### src/rtl/mem_arb_pkg.sv
// Shared types and constants for the unified-memory port arbiter.
package mem_arb_pkg;

  typedef enum logic [1:0] {
    IDLE   = 2'd0,
    ACCESS = 2'd1,
    RESP   = 2'd2
  } arb_state_t;

  localparam logic REQ_I = 1'b0;
  localparam logic REQ_D = 1'b1;

  localparam int LAT_CNT_W = 4;

endpackage

### src/rtl/mem_port_arbiter_arb_pick.sv
// Combinational winner selection between fetch and data requesters.
// ARB_ROUND_ROBIN_EN selects alternating tie-break; otherwise data always wins a tie.
module arb_pick
  import mem_arb_pkg::*;
(
  input  logic i_req,
  input  logic d_req,
  input  logic rr_last,
  output logic winner_d
);

`ifdef ARB_ROUND_ROBIN_EN
  // On a tie the requester that did not win last time is served.
  always_comb begin
    if (i_req && d_req) begin
      winner_d = (rr_last == REQ_I) ? REQ_D : REQ_I;
    end else begin
      winner_d = d_req ? REQ_D : REQ_I;
    end
  end
`else
  logic unused_rr_last;
  assign unused_rr_last = rr_last;
  assign winner_d       = d_req ? REQ_D : REQ_I;
`endif

endmodule

### src/rtl/mem_port_arbiter.sv
// Serialises fetch and load/store accesses onto the single-port unified memory.
// Optional round-robin tie-break via ARB_ROUND_ROBIN_EN (see arb_pick).
//
// Handshake: each requester holds req high until it sees its ack; ack is a
// one-cycle pulse and rdata stays valid from ack until the next load/fetch
// for that requester. Requests are only sampled in IDLE.
module mem_port_arbiter
  import mem_arb_pkg::*;
#(
  parameter int ADDR_W      = 32,
  parameter int DATA_W      = 32,
  parameter int MEM_LATENCY = 1
) (
  input  logic              clk,
  input  logic              rst,
  input  logic              i_req,
  input  logic [ADDR_W-1:0] i_addr,
  output logic              i_ack,
  output logic [DATA_W-1:0] i_rdata,
  input  logic              d_req,
  input  logic              d_we,
  input  logic [ADDR_W-1:0] d_addr,
  input  logic [DATA_W-1:0] d_wdata,
  output logic              d_ack,
  output logic [DATA_W-1:0] d_rdata,
  output logic [ADDR_W-1:0] mem_addr,
  output logic [DATA_W-1:0] mem_wdata,
  output logic              mem_wr,
  input  logic [DATA_W-1:0] mem_rdata,
  output logic              busy,
  output logic              grant_d,
  output logic [1:0]        state_o
);

  localparam logic [LAT_CNT_W-1:0] CNT_LOAD = LAT_CNT_W'(MEM_LATENCY - 1);

  arb_state_t           state_q, state_d;
  logic [LAT_CNT_W-1:0] cnt_q, cnt_d;
  logic                 we_q, we_d;
  logic                 owner_q, owner_d;
  logic                 busy_q, busy_d;
  logic                 mem_wr_q, mem_wr_d;
  logic                 i_ack_q, i_ack_d;
  logic                 d_ack_q, d_ack_d;
  logic [ADDR_W-1:0]    mem_addr_q, mem_addr_d;
  logic [DATA_W-1:0]    mem_wdata_q, mem_wdata_d;
  logic [DATA_W-1:0]    i_rdata_q, i_rdata_d;
  logic [DATA_W-1:0]    d_rdata_q, d_rdata_d;
  logic                 rr_last;
  logic                 winner_d;

`ifdef ARB_ROUND_ROBIN_EN
  logic rr_last_q;
  always_ff @(posedge clk or posedge rst) begin
    if (rst) begin
      rr_last_q <= REQ_I;
    end else if (state_q == IDLE && (i_req || d_req)) begin
      rr_last_q <= winner_d;
    end
  end
  assign rr_last = rr_last_q;
`else
  assign rr_last = REQ_I;
`endif

  arb_pick u_pick (
    .i_req    (i_req),
    .d_req    (d_req),
    .rr_last  (rr_last),
    .winner_d (winner_d)
  );

  always_comb begin
    state_d     = state_q;
    cnt_d       = cnt_q;
    we_d        = we_q;
    owner_d     = owner_q;
    busy_d      = busy_q;
    mem_wr_d    = 1'b0;
    i_ack_d     = 1'b0;
    d_ack_d     = 1'b0;
    mem_addr_d  = mem_addr_q;
    mem_wdata_d = mem_wdata_q;
    i_rdata_d   = i_rdata_q;
    d_rdata_d   = d_rdata_q;
    case (state_q)
      IDLE: begin
        if (i_req || d_req) begin
          owner_d     = winner_d;
          busy_d      = 1'b1;
          cnt_d       = CNT_LOAD;
          state_d     = ACCESS;
          if (winner_d == REQ_D) begin
            mem_addr_d  = d_addr;
            mem_wdata_d = d_wdata;
            we_d        = d_we;
          end else begin
            mem_addr_d  = i_addr;
            we_d        = 1'b0;
          end
          // Strobe is registered, so it is high for exactly the first ACCESS cycle.
          mem_wr_d = (winner_d == REQ_D) && d_we;
        end
      end
      ACCESS: begin
        if (cnt_q == '0) begin
          state_d = RESP;
          if (owner_q == REQ_D) begin
            d_ack_d = 1'b1;
            if (!we_q) d_rdata_d = mem_rdata;
          end else begin
            i_ack_d   = 1'b1;
            i_rdata_d = mem_rdata;
          end
        end else begin
          cnt_d = cnt_q - 1'b1;
        end
      end
      RESP: begin
        busy_d  = 1'b0;
        state_d = IDLE;
      end
      default: begin
        busy_d  = 1'b0;
        state_d = IDLE;
      end
    endcase
  end

  always_ff @(posedge clk or posedge rst) begin
    if (rst) begin
      state_q     <= IDLE;
      cnt_q       <= '0;
      we_q        <= 1'b0;
      owner_q     <= REQ_I;
      busy_q      <= 1'b0;
      mem_wr_q    <= 1'b0;
      i_ack_q     <= 1'b0;
      d_ack_q     <= 1'b0;
      mem_addr_q  <= '0;
      mem_wdata_q <= '0;
      i_rdata_q   <= '0;
      d_rdata_q   <= '0;
    end else begin
      state_q     <= state_d;
      cnt_q       <= cnt_d;
      we_q        <= we_d;
      owner_q     <= owner_d;
      busy_q      <= busy_d;
      mem_wr_q    <= mem_wr_d;
      i_ack_q     <= i_ack_d;
      d_ack_q     <= d_ack_d;
      mem_addr_q  <= mem_addr_d;
      mem_wdata_q <= mem_wdata_d;
      i_rdata_q   <= i_rdata_d;
      d_rdata_q   <= d_rdata_d;
    end
  end

  assign i_ack     = i_ack_q;
  assign d_ack     = d_ack_q;
  assign i_rdata   = i_rdata_q;
  assign d_rdata   = d_rdata_q;
  assign mem_addr  = mem_addr_q;
  assign mem_wdata = mem_wdata_q;
  assign mem_wr    = mem_wr_q;
  assign busy      = busy_q;
  assign grant_d   = owner_q;
  assign state_o   = state_q;

endmodule
### config.mk
export PLATFORM = sky130hd
export DESIGN_NAME = mem_port_arbiter
export DESIGN_NICKNAME = d
export VERILOG_FILES = /design/src/rtl/mem_arb_pkg.sv /design/src/rtl/mem_port_arbiter_arb_pick.sv /design/src/rtl/mem_port_arbiter.sv
export SDC_FILE = /design/constraint.sdc
export NUM_CORES = 1
export LEC_CHECK = 0
export CAP_MARGIN = 30
export CORE_UTILIZATION = 45
export DETAILED_ROUTE_END_ITERATION = 10
export PLACE_DENSITY = 0.9
export SETUP_SLACK_MARGIN = 0.3
export SYNTH_ARGS = -nofsm -noshare
export SYNTH_HDL_FRONTEND = slang
export SYNTH_SLANG_ARGS = --single-unit
### constraint.sdc
create_clock -name clk -period 16.03 [get_ports clk]
set_input_delay 4.809 -clock clk [delete_from_list [all_inputs] [get_ports clk]]
set_output_delay 4.809 -clock clk [all_outputs]
set_load 0.05 [all_outputs]
==> results.json, run 1 <==
{
  "status": "finished, final reports clean",
  "ys_ff_latch": 140,
  "dp.cells": 817,
  "slew_headroom": 0.318,
  "layout_setup_ws_ns": 9.49,
  "worstMarginPinSlew_ns": 1.02,
  "cp_max_fo": 5,
  "via_count": 4306,
  "setup_viol": 0,
  "antenna_found_initial": 0,
  "synth_fa_ha_area_frac": 0.00423,
  "diodes": 0,
  "cp_slowest_cell": "clkdlybuf4s50_1",
  "ys_types": 30,
  "gr-total-overflow": 0,
  "port-buffer-count": 267,
  "dr.pass1.iters": 4,
  "cpLargestDelayFamily": "buffers and inverters",
  "clock_path_buffers": 2,
  "place_hpwl_um": 10900,
  "synth_most_common_cell": "dfrtp_1",
  "min_period_over_period": 0.408,
  "drt_iter0_markers": 240,
  "rsz0062_at_grt": "false",
  "clkSlewWorstSetupHoldPaths_ns": 0.06,
  "hold_violations": 0,
  "synthTopCellsByArea": "dfrtp_1 59%, mux2_4 15%, mux2_2 7.1%, mux2i_1 5.8%, o21ai_0 5.7%",
  "grt_usage": 0.242,
  "cts-root-buf": "clkbuf_16",
  "clock_latency_ns": 0.41,
  "min_path_type": "register to register",
  "synth_area_per_cell_um2": 14.8,
  "fill_cells": 835,
  "period_needed_ns": 6.54,
  "ys.flop_type": "dfrtp_1",
  "power.leakage_nw": 4.17,
  "fp.dieArea_um2": 13600,
  "slew_violations": 0,
  "synthSimpleGateAreaFrac": 0.0273,
  "synth_edf_count": 0,
  "grt_pass1_wl_um": 24500,
  "max-vdd-ir-drop_mv": 0.117,
  "setup-tns-final_ns": 0,
  "yosysTopAreaCell": "dfrtp_1",
  "core_region_area_um2": 12700,
  "synthTopCellsByCount": "140 x dfrtp_1, 67 x o21ai_0, 59 x mux2_4",
  "yosysWarningCount": 0,
  "grt_max_degree": 76,
  "wl_per_cell_um": 18.7,
  "cts_max_level": 4,
  "wirelength_um": 15900,
  "cts_buffers": 17,
  "drv_cap": 0,
  "area.growth.synth_to_final_pct": 58.6,
  "whs_ns": 0.485,
  "die_h_um": 117,
  "netlist_area_um2": 5910,
  "yosysSeqAreaShare": 0.593,
  "cts.sink_count": 140,
  "num_rows": 41,
  "path_cells": "clkdlybuf4s50_1",
  "layout.cells.non_filler": 850,
  "post_cts_buffers": 0,
  "synth_top_family_by_area": "multiplexers",
  "clock_skew_ns": 0.00591,
  "layout-drive-gt1-share": 0.209,
  "arrival_ns": 1.73,
  "synth_top_cell_area_share": 0.593,
  "drc": 0,
  "gp_congestion": 0.773,
  "ant_nets": 0,
  "cts_tree": "done",
  "synthArstFlopShare": 1.00,
  "hold_buffers": 0,
  "synth_xor_area_frac": 0,
  "crit_path_max_incr_delay_ns": 0.88,
  "ios": 268,
  "die-width_um": 117,
  "synth_mux_area_frac": 0.278,
  "endpoint_kind": "output pin",
  "crit_buf_inv": 1,
  "dp_slack_ns": 9.30,
  "power_density_nw_per_um2": 262,
  "start_kind": "register",
  "cts_resized": 0,
  "viasPerCell": 5.07,
  "fmax_mhz": 153,
  "netlist_instances": 399,
  "required_ns": 11.22,
  "synth_nets": 534,
  "critical_path_class": "register to output pin",
  "start_util": 0.464,
  "grt_pass1_vias": 4592,
  "fin_nets": 800,
  "synth-compound-area-share": 0.0635
}
[cell type report]
class	count	area [um2]	share of cell area
clock buffer	22	484	0.0517
clock inverter	10	185	0.0198
inverter	5	23.8	0.00254
multi-input combinational	228	2210	0.236
sequential	140	3500	0.374
tap	172	215	0.0230
timing repair buffer	273	2750	0.293
[placed cells by master (no fill, tap or decap), types with 4 or more instances in the layout]
| master | instances |
|---|---|
| bufinv_16 | 5 |
| dfrtp_1 | 140 |
| clkinvlp_4 | 4 |
| clkdlybuf4s50_1 | 266 |
| mux2i_1 | 34 |
| inv_1 | 4 |
| o21ai_0 | 67 |
| mux2_2 | 37 |
| clkbuf_16 | 17 |
| mux2_4 | 59 |
| clkbuf_8 | 4 |
[stage by stage]
stage / power [mW] / util / area [um2]
after floorplan: 1.56 / - / 5910
after global placement: 1.98 / 0.679 / 8640
after detailed placement: 2.02 / 0.683 / 8680
after CTS: 2.48 / 0.735 / 9350
after global routing: 2.56 / 0.737 / 9370
final: 2.46 / 0.737 / 9370
[final timing paths]
path | from | to | slack [ns] | depth (start not counted)
min in group asynchronous | rst | i_rdata[3]$_DFFE_PP0P_ | 4.83 | 2
max | state_o[0]$_DFFE_PP0P_ | state_o[0] | 9.49 | 1
min | we_q$_DFFE_PP0P_ | we_q$_DFFE_PP0P_ | 0.48 | 1
min reg2reg | we_q$_DFFE_PP0P_ | we_q$_DFFE_PP0P_ | 0.48 | 1
max in group asynchronous | rst | mem_addr[23]$_DFFE_PP0P_ | 9.83 | 3
max reg2reg | cnt_q[0]$_DFFE_PP0P_ | i_rdata[27]$_DFFE_PP0P_ | 13.71 | 6
[power breakdown]
group          switching [mW]  leakage [nW]  internal, mW
registers               0.107          1.67         0.529
clock network           0.145         0.315         0.292
logic                   0.856          2.19         0.531
total                    1.11          4.17          1.35
[sequential cells by signal, summed over array words and instances (netlist names)]
name,cells
busy,1
cnt_q,4
d_ack,1
d_rdata,32
grant_d,1
i_ack,1
i_rdata,32
mem_addr,32
mem_wdata,32
mem_wr,1
state_o,2
we_q,1
[cell families after synthesis]
family | Yosys count
muxes | 130
DFF | 140
buffers and inverters | 31
and+or+nand+nor | 23
AOI/OAI and AO/OA | 73
adders and majority gates | 2
[layer usage]
metal | GRT usage | wire length (um) | vias to the layer above
met5 | 0 | 0 | -
met4 | 0.0776 | 261 | 0
met3 | 0.0815 | 1210 | 23
met2 | 0.436 | 8310 | 203
met1 | 0.267 | 6100 | 2129
li1 | - | - | 1951
(Power assumes the default switching activity.)
==> run 2, diff against run 1 <==
--- a/config.mk
+++ b/config.mk
@@ -6,9 +6,9 @@
 export NUM_CORES = 1
 export LEC_CHECK = 0
 export CAP_MARGIN = 30
-export CORE_UTILIZATION = 45
+export CORE_UTILIZATION = 38
 export DETAILED_ROUTE_END_ITERATION = 10
-export PLACE_DENSITY = 0.9
+export PLACE_DENSITY = 0.81
 export SETUP_SLACK_MARGIN = 0.3
 export SYNTH_ARGS = -nofsm -noshare
 export SYNTH_HDL_FRONTEND = slang
==> constraint.sdc (replaced) <==
create_clock -name clk -period 5.8 [get_ports clk]
set_input_delay 1.74 -clock clk [delete_from_list [all_inputs] [get_ports clk]]
set_output_delay 1.74 -clock clk [all_outputs]
set_load 0.05 [all_outputs]
==> run 2 against run 1 <==
Against the previous run:
- die area up 18%
- first-iteration DRC count down 25%
- count of clock-buffer cells in the layout shrank 3
- sequential share of layout area about the same
- via count decreased by 1.2%
- non-clock buffer count grew 3
- power rose to 2.7 times the previous value
- worst setup slack worse by 7.2 ns
- clock skew up 0.00077 ns
- critical path depth unchanged
==> results.json, run 2 (synthesized netlist as in run 1, its figures left out) <==
{
  "layout-drive-gt1-share": 0.213,
  "viasPerCell": 4.90,
  "setup_viol": 0,
  "num_rows": 45,
  "hold_buffers": 0,
  "grt_usage": 0.189,
  "cts_tree": "done",
  "dr.pass1.iters": 4,
  "core_region_area_um2": 15200,
  "final_common_cell": "clkdlybuf4s50_1",
  "cpLargestDelayFamily": "buffers and inverters",
  "dp_slack_ns": 2.53,
  "die-width_um": 127,
  "slew_headroom": 0.564,
  "clkSlewWorstSetupHoldPaths_ns": 0.06,
  "post_cts_buffers": 0,
  "hold_violations": 0,
  "fin_nets": 803,
  "antenna_found_initial": 0,
  "critical_path_class": "register to output pin",
  "path_cells": "clkdlybuf4s50_1",
  "cts.sink_count": 140,
  "clock_path_buffers": 2,
  "grtUsageMet1": 0.228,
  "grt_pass1_wl_um": 23500,
  "port-buffer-count": 267,
  "worstMarginPinSlew_ns": 0.654,
  "clock_latency_ns": 0.41,
  "status": "finished, final reports clean",
  "endpoint_kind": "output pin",
  "crit_buf_inv": 1,
  "min_period_over_period": 0.603,
  "cts-root-buf": "clkbuf_16",
  "top_usage_layer": "met2",
  "drt_iter0_markers": 179,
  "arrival_ns": 1.76,
  "ios": 268,
  "grt_pass1_vias": 4477,
  "slew_violations": 0,
  "wl_per_cell_um": 16.9,
  "final_cell_mix": "266 x clkdlybuf4s50_1, 140 x dfrtp_1, 67 x o21ai_0, 59 x mux2_4, 37 x mux2_2",
  "drv_cap": 0,
  "crit_path_max_incr_delay_ns": 0.87,
  "drc": 0,
  "max-vdd-ir-drop_mv": 0.426,
  "totalPowerFinal_mw": 6.65,
  "cts_resized": 0,
  "start_kind": "register",
  "ant_nets": 0,
  "place_hpwl_um": 10900,
  "area.growth.synth_to_final_pct": 58.4,
  "gr-total-overflow": 0,
  "power_density_nw_per_um2": 710,
  "fp.dieArea_um2": 16100,
  "clock_skew_ns": 0.00668,
  "cts_buffers": 17,
  "cp_max_fo": 6,
  "wirelength_um": 14700,
  "layout_setup_ws_ns": 2.30,
  "rsz0062_at_grt": "false",
  "met2_usage": 0.331,
  "min_path_type": "register to register",
  "grt_max_degree": 75,
  "cts_max_level": 4,
  "diodes": 0,
  "die_h_um": 127,
  "via_count": 4256,
  "fmax_mhz": 286,
  "period_needed_ns": 3.50,
  "required_ns": 4.06,
  "use_met3": 0.0477,
  "power.leakage_nw": 4.16,
  "cp_slowest_cell": "clkdlybuf4s50_1",
  "gp_congestion": 0.717,
  "start_util": 0.389,
  "setup-tns-final_ns": 0
}
-- run 2: cell types whose count changed in the layout (fill, tap and decap cells not counted) --
cell and delta:
buf_4 +2, clkbuf_8 -3, buf_8 +1, buf_12 -1, bufinv_16 -3, buf_6 -1, inv_6 +2, clkinv_4 +3
clkinv_2 +2, clkinvlp_4 -1, buf_16 +2
-- run 2: power by group --
part	internal [mW]	total, mW	leakage, nW	switching [mW]
clock network	0.646	1.05	0.280	0.404
logic	1.50	3.85	2.22	2.34
registers	1.46	1.75	1.67	0.287
total	3.61	6.65	4.16	3.04
-- run 2: metrics by stage --
| step | cell area [um2] | cells | hold slack [ns] | utilization |
|---|---|---|---|---|
| 2_1_floorplan | 5910 | 399 | 0.444 | - |
| 3_3_place_gp | 8670 | 832 | 0.460 | 0.570 |
| 3_5_place_dp | 8750 | 836 | 0.467 | 0.576 |
| 4_1_cts | 9330 | 868 | 0.487 | 0.614 |
| 5_1_grt | 9360 | 869 | 0.503 | 0.616 |
| 6_report | 9360 | 869 | 0.479 | 0.616 |
-- run 2: worst paths after layout --
path / startpoint / cells after the start / slack [ns] / end
worst max-delay path: state_o[1]$_DFFE_PP0P_ / 1 / 2.30 / state_o[1]
worst min-delay path: we_q$_DFFE_PP0P_ / 1 / 0.48 / we_q$_DFFE_PP0P_
worst max register to register: cnt_q[0]$_DFFE_PP0P_ / 6 / 3.41 / i_rdata[24]$_DFFE_PP0P_
worst min register to register: we_q$_DFFE_PP0P_ / 1 / 0.48 / we_q$_DFFE_PP0P_
max in group asynchronous: rst / 3 / 3.03 / d_rdata[23]$_DFFE_PP0P_
min in group asynchronous: rst / 2 / 1.82 / d_rdata[0]$_DFFE_PP0P_
-- run 2: routing by layer --
layer	vias to the layer above	wire [um]
met2	202	7570
li1	1962	-
met3	9	964
met5	-	0
met4	0	108
met1	2083	6040
-- run 2: layout make-up --
cell class	instances	area [um2]
well taps	188	235
repair buffers	276	2800
fillers	1159	5840
inverters	5	23.8
clock inverters	13	141
multi-input cells	228	2210
clock buffers	19	443
flip-flops and latches	140	3500
==> run 3, diff against run 2 <==
==> constraint.sdc (replaced) <==
create_clock -name clk -period 2.8 [get_ports clk]
set_input_delay 0.84 -clock clk [delete_from_list [all_inputs] [get_ports clk]]
set_output_delay 0.84 -clock clk [all_outputs]
set_load 0.05 [all_outputs]
==> run 3 against run 2 <==
Against the previous run:
- design area shrank 0.13%
- clock skew down 0.00070 ns
- worst setup slack got worse by 2.0 ns
- utilization is 0.082 points lower
- via count hardly changed
- first-iteration DRC count fell by 30%
- final cell count fell by 0.12%
- non-clock buffer count down 1
- wire length up 1.9%
- clock power rose by 120%
- critical path type unchanged
- global-route usage up 0.22 points
==> results.json, run 3 (synthesized netlist as in run 1, its figures left out) <==
{
  "grt_usage": 0.192,
  "gp_congestion": 0.725,
  "via_count": 4259,
  "start_util": 0.389,
  "core_region_area_um2": 15200,
  "post_cts_buffers": 0,
  "num_rows": 45,
  "cts_max_level": 4,
  "slew_violations": 0,
  "crit_buf_inv": 1,
  "final_common_cell": "clkdlybuf4s50_1",
  "status": "finished, final reports clean",
  "gr-total-overflow": 0,
  "min_period_over_period": 0.879,
  "cts_tree": "done",
  "fin_nets": 802,
  "drv_cap": 0,
  "die-width_um": 127,
  "worstMarginPinSlew_ns": 0.984,
  "final_cell_mix": "261 x clkdlybuf4s50_1, 140 x dfrtp_1, 67 x o21ai_0, 59 x mux2_4, 37 x mux2_2",
  "grt_max_degree": 76,
  "cts-root-buf": "clkbuf_16",
  "place_hpwl_um": 11000,
  "start_kind": "register",
  "cp_max_fo": 2,
  "dp_slack_ns": 0.619,
  "hold_buffers": 0,
  "critical_path_class": "register to output pin",
  "clock_latency_ns": 0.41,
  "viasPerCell": 4.91,
  "clkSlewWorstSetupHoldPaths_ns": 0.06,
  "clock_path_buffers": 2,
  "antenna_found_initial": 0,
  "die_h_um": 127,
  "max-vdd-ir-drop_mv": 0.698,
  "cp_slowest_cell": "clkdlybuf4s50_1",
  "area.growth.synth_to_final_pct": 58.2,
  "power_density_nw_per_um2": 1480,
  "fmax_mhz": 407,
  "dr.pass1.iters": 6,
  "fill_cells": 1183,
  "wirelength_um": 15000,
  "final_core_util": 0.615,
  "totalPowerFinal_mw": 13.8,
  "power.leakage_nw": 4.18,
  "drt_iter0_markers": 126,
  "port-buffer-count": 267,
  "setup_viol": 0,
  "clock_skew_ns": 0.00598,
  "rsz0062_at_grt": "false",
  "cpLargestDelayFamily": "buffers and inverters",
  "setup-tns-final_ns": 0,
  "required_ns": 1.96,
  "diodes": 0,
  "period_needed_ns": 2.46,
  "layout-drive-gt1-share": 0.212,
  "grt_pass1_vias": 4586,
  "slew_headroom": 0.344,
  "cts_buffers": 17,
  "hold_violations": 0,
  "endpoint_kind": "output pin",
  "drc": 0,
  "ios": 268,
  "crit_path_max_incr_delay_ns": 0.84,
  "cts.sink_count": 140,
  "fp.dieArea_um2": 16100,
  "arrival_ns": 1.62,
  "layout_setup_ws_ns": 0.340,
  "ant_nets": 0,
  "path_cells": "clkdlybuf4s50_1",
  "grt_pass1_wl_um": 23800,
  "wl_per_cell_um": 17.2,
  "min_path_type": "register to register"
}
## run 3: cell types whose count changed in the layout (fill, tap and decap cells not counted), sizes merged
cell and change:
clkdlybuf4s50 -5, dlymetal6s2s +2, bufinv +2, clkbuf -1
clkinv -2, clkinvlp +1, dlygate4sd2 +3, buf -1
## run 3: timing repair
action | in CTS | in global routing
gates resized for setup | 3 | 2
cloned | 0 | 0
endpoints found under the setup margin | 3 | 2
## run 3: path summary, 6_finish.rpt
kind	start	endpoint	slack, ns	depth (start not counted)
hold / removal	we_q$_DFFE_PP0P_	we_q$_DFFE_PP0P_	0.48	1
min in group asynchronous	rst	mem_wdata[8]$_DFFE_PP0P_	0.72	2
setup / recovery	d_rdata[15]$_DFFE_PP0P_	d_rdata[15]	0.34	1
max in group asynchronous	rst	d_rdata[14]$_DFFE_PP0P_	1.43	3
hold reg to reg	we_q$_DFFE_PP0P_	we_q$_DFFE_PP0P_	0.48	1
setup reg to reg	cnt_q[0]$_DFFE_PP0P_	i_rdata[19]$_DFFE_PP0P_	0.60	6
## run 3: cell type report
| cell class | instances | area, um2 | area share |
|---|---|---|---|
| Sequential cell | 140 | 3500 | 0.375 |
| Clock inverter | 14 | 193 | 0.0206 |
| Timing Repair Buffer | 275 | 2750 | 0.295 |
| Clock buffer | 18 | 429 | 0.0459 |
| Multi-Input combinational cell | 228 | 2210 | 0.237 |
| Tap cell | 188 | 235 | 0.0252 |
| Inverter | 5 | 22.5 | 0.00241 |
## run 3: where the power goes
part	internal [mW]	switching [mW]	leakage [nW]	total [mW]
combinational	3.02	4.85	2.22	7.87
clock	1.49	0.869	0.297	2.36
sequential	3.03	0.567	1.67	3.60
## run 3: per-layer routing
metal | up-vias | wire length [um] | GRT usage | share of wire
li1 | 1954 | - | - | -
met1 | 2105 | 6030 | 0.209 | 0.40
met2 | 182 | 7660 | 0.350 | 0.51
met3 | 18 | 1010 | 0.0561 | 0.068
met4 | 0 | 263 | 0.0756 | 0.018
met5 | - | 0 | 0 | 0
## run 3: metrics by stage
| stage | cell area (um2) | hold WS, ns | std cells |
|---|---|---|---|
| finish | 9350 | 0.480 | 868 |
| global route | 9350 | 0.493 | 868 |
| CTS | 9340 | 0.483 | 868 |
| detailed placement | 8730 | 0.470 | 836 |
| global placement | 8730 | 0.461 | 836 |
| floorplan | 5910 | 0.444 | 399 |
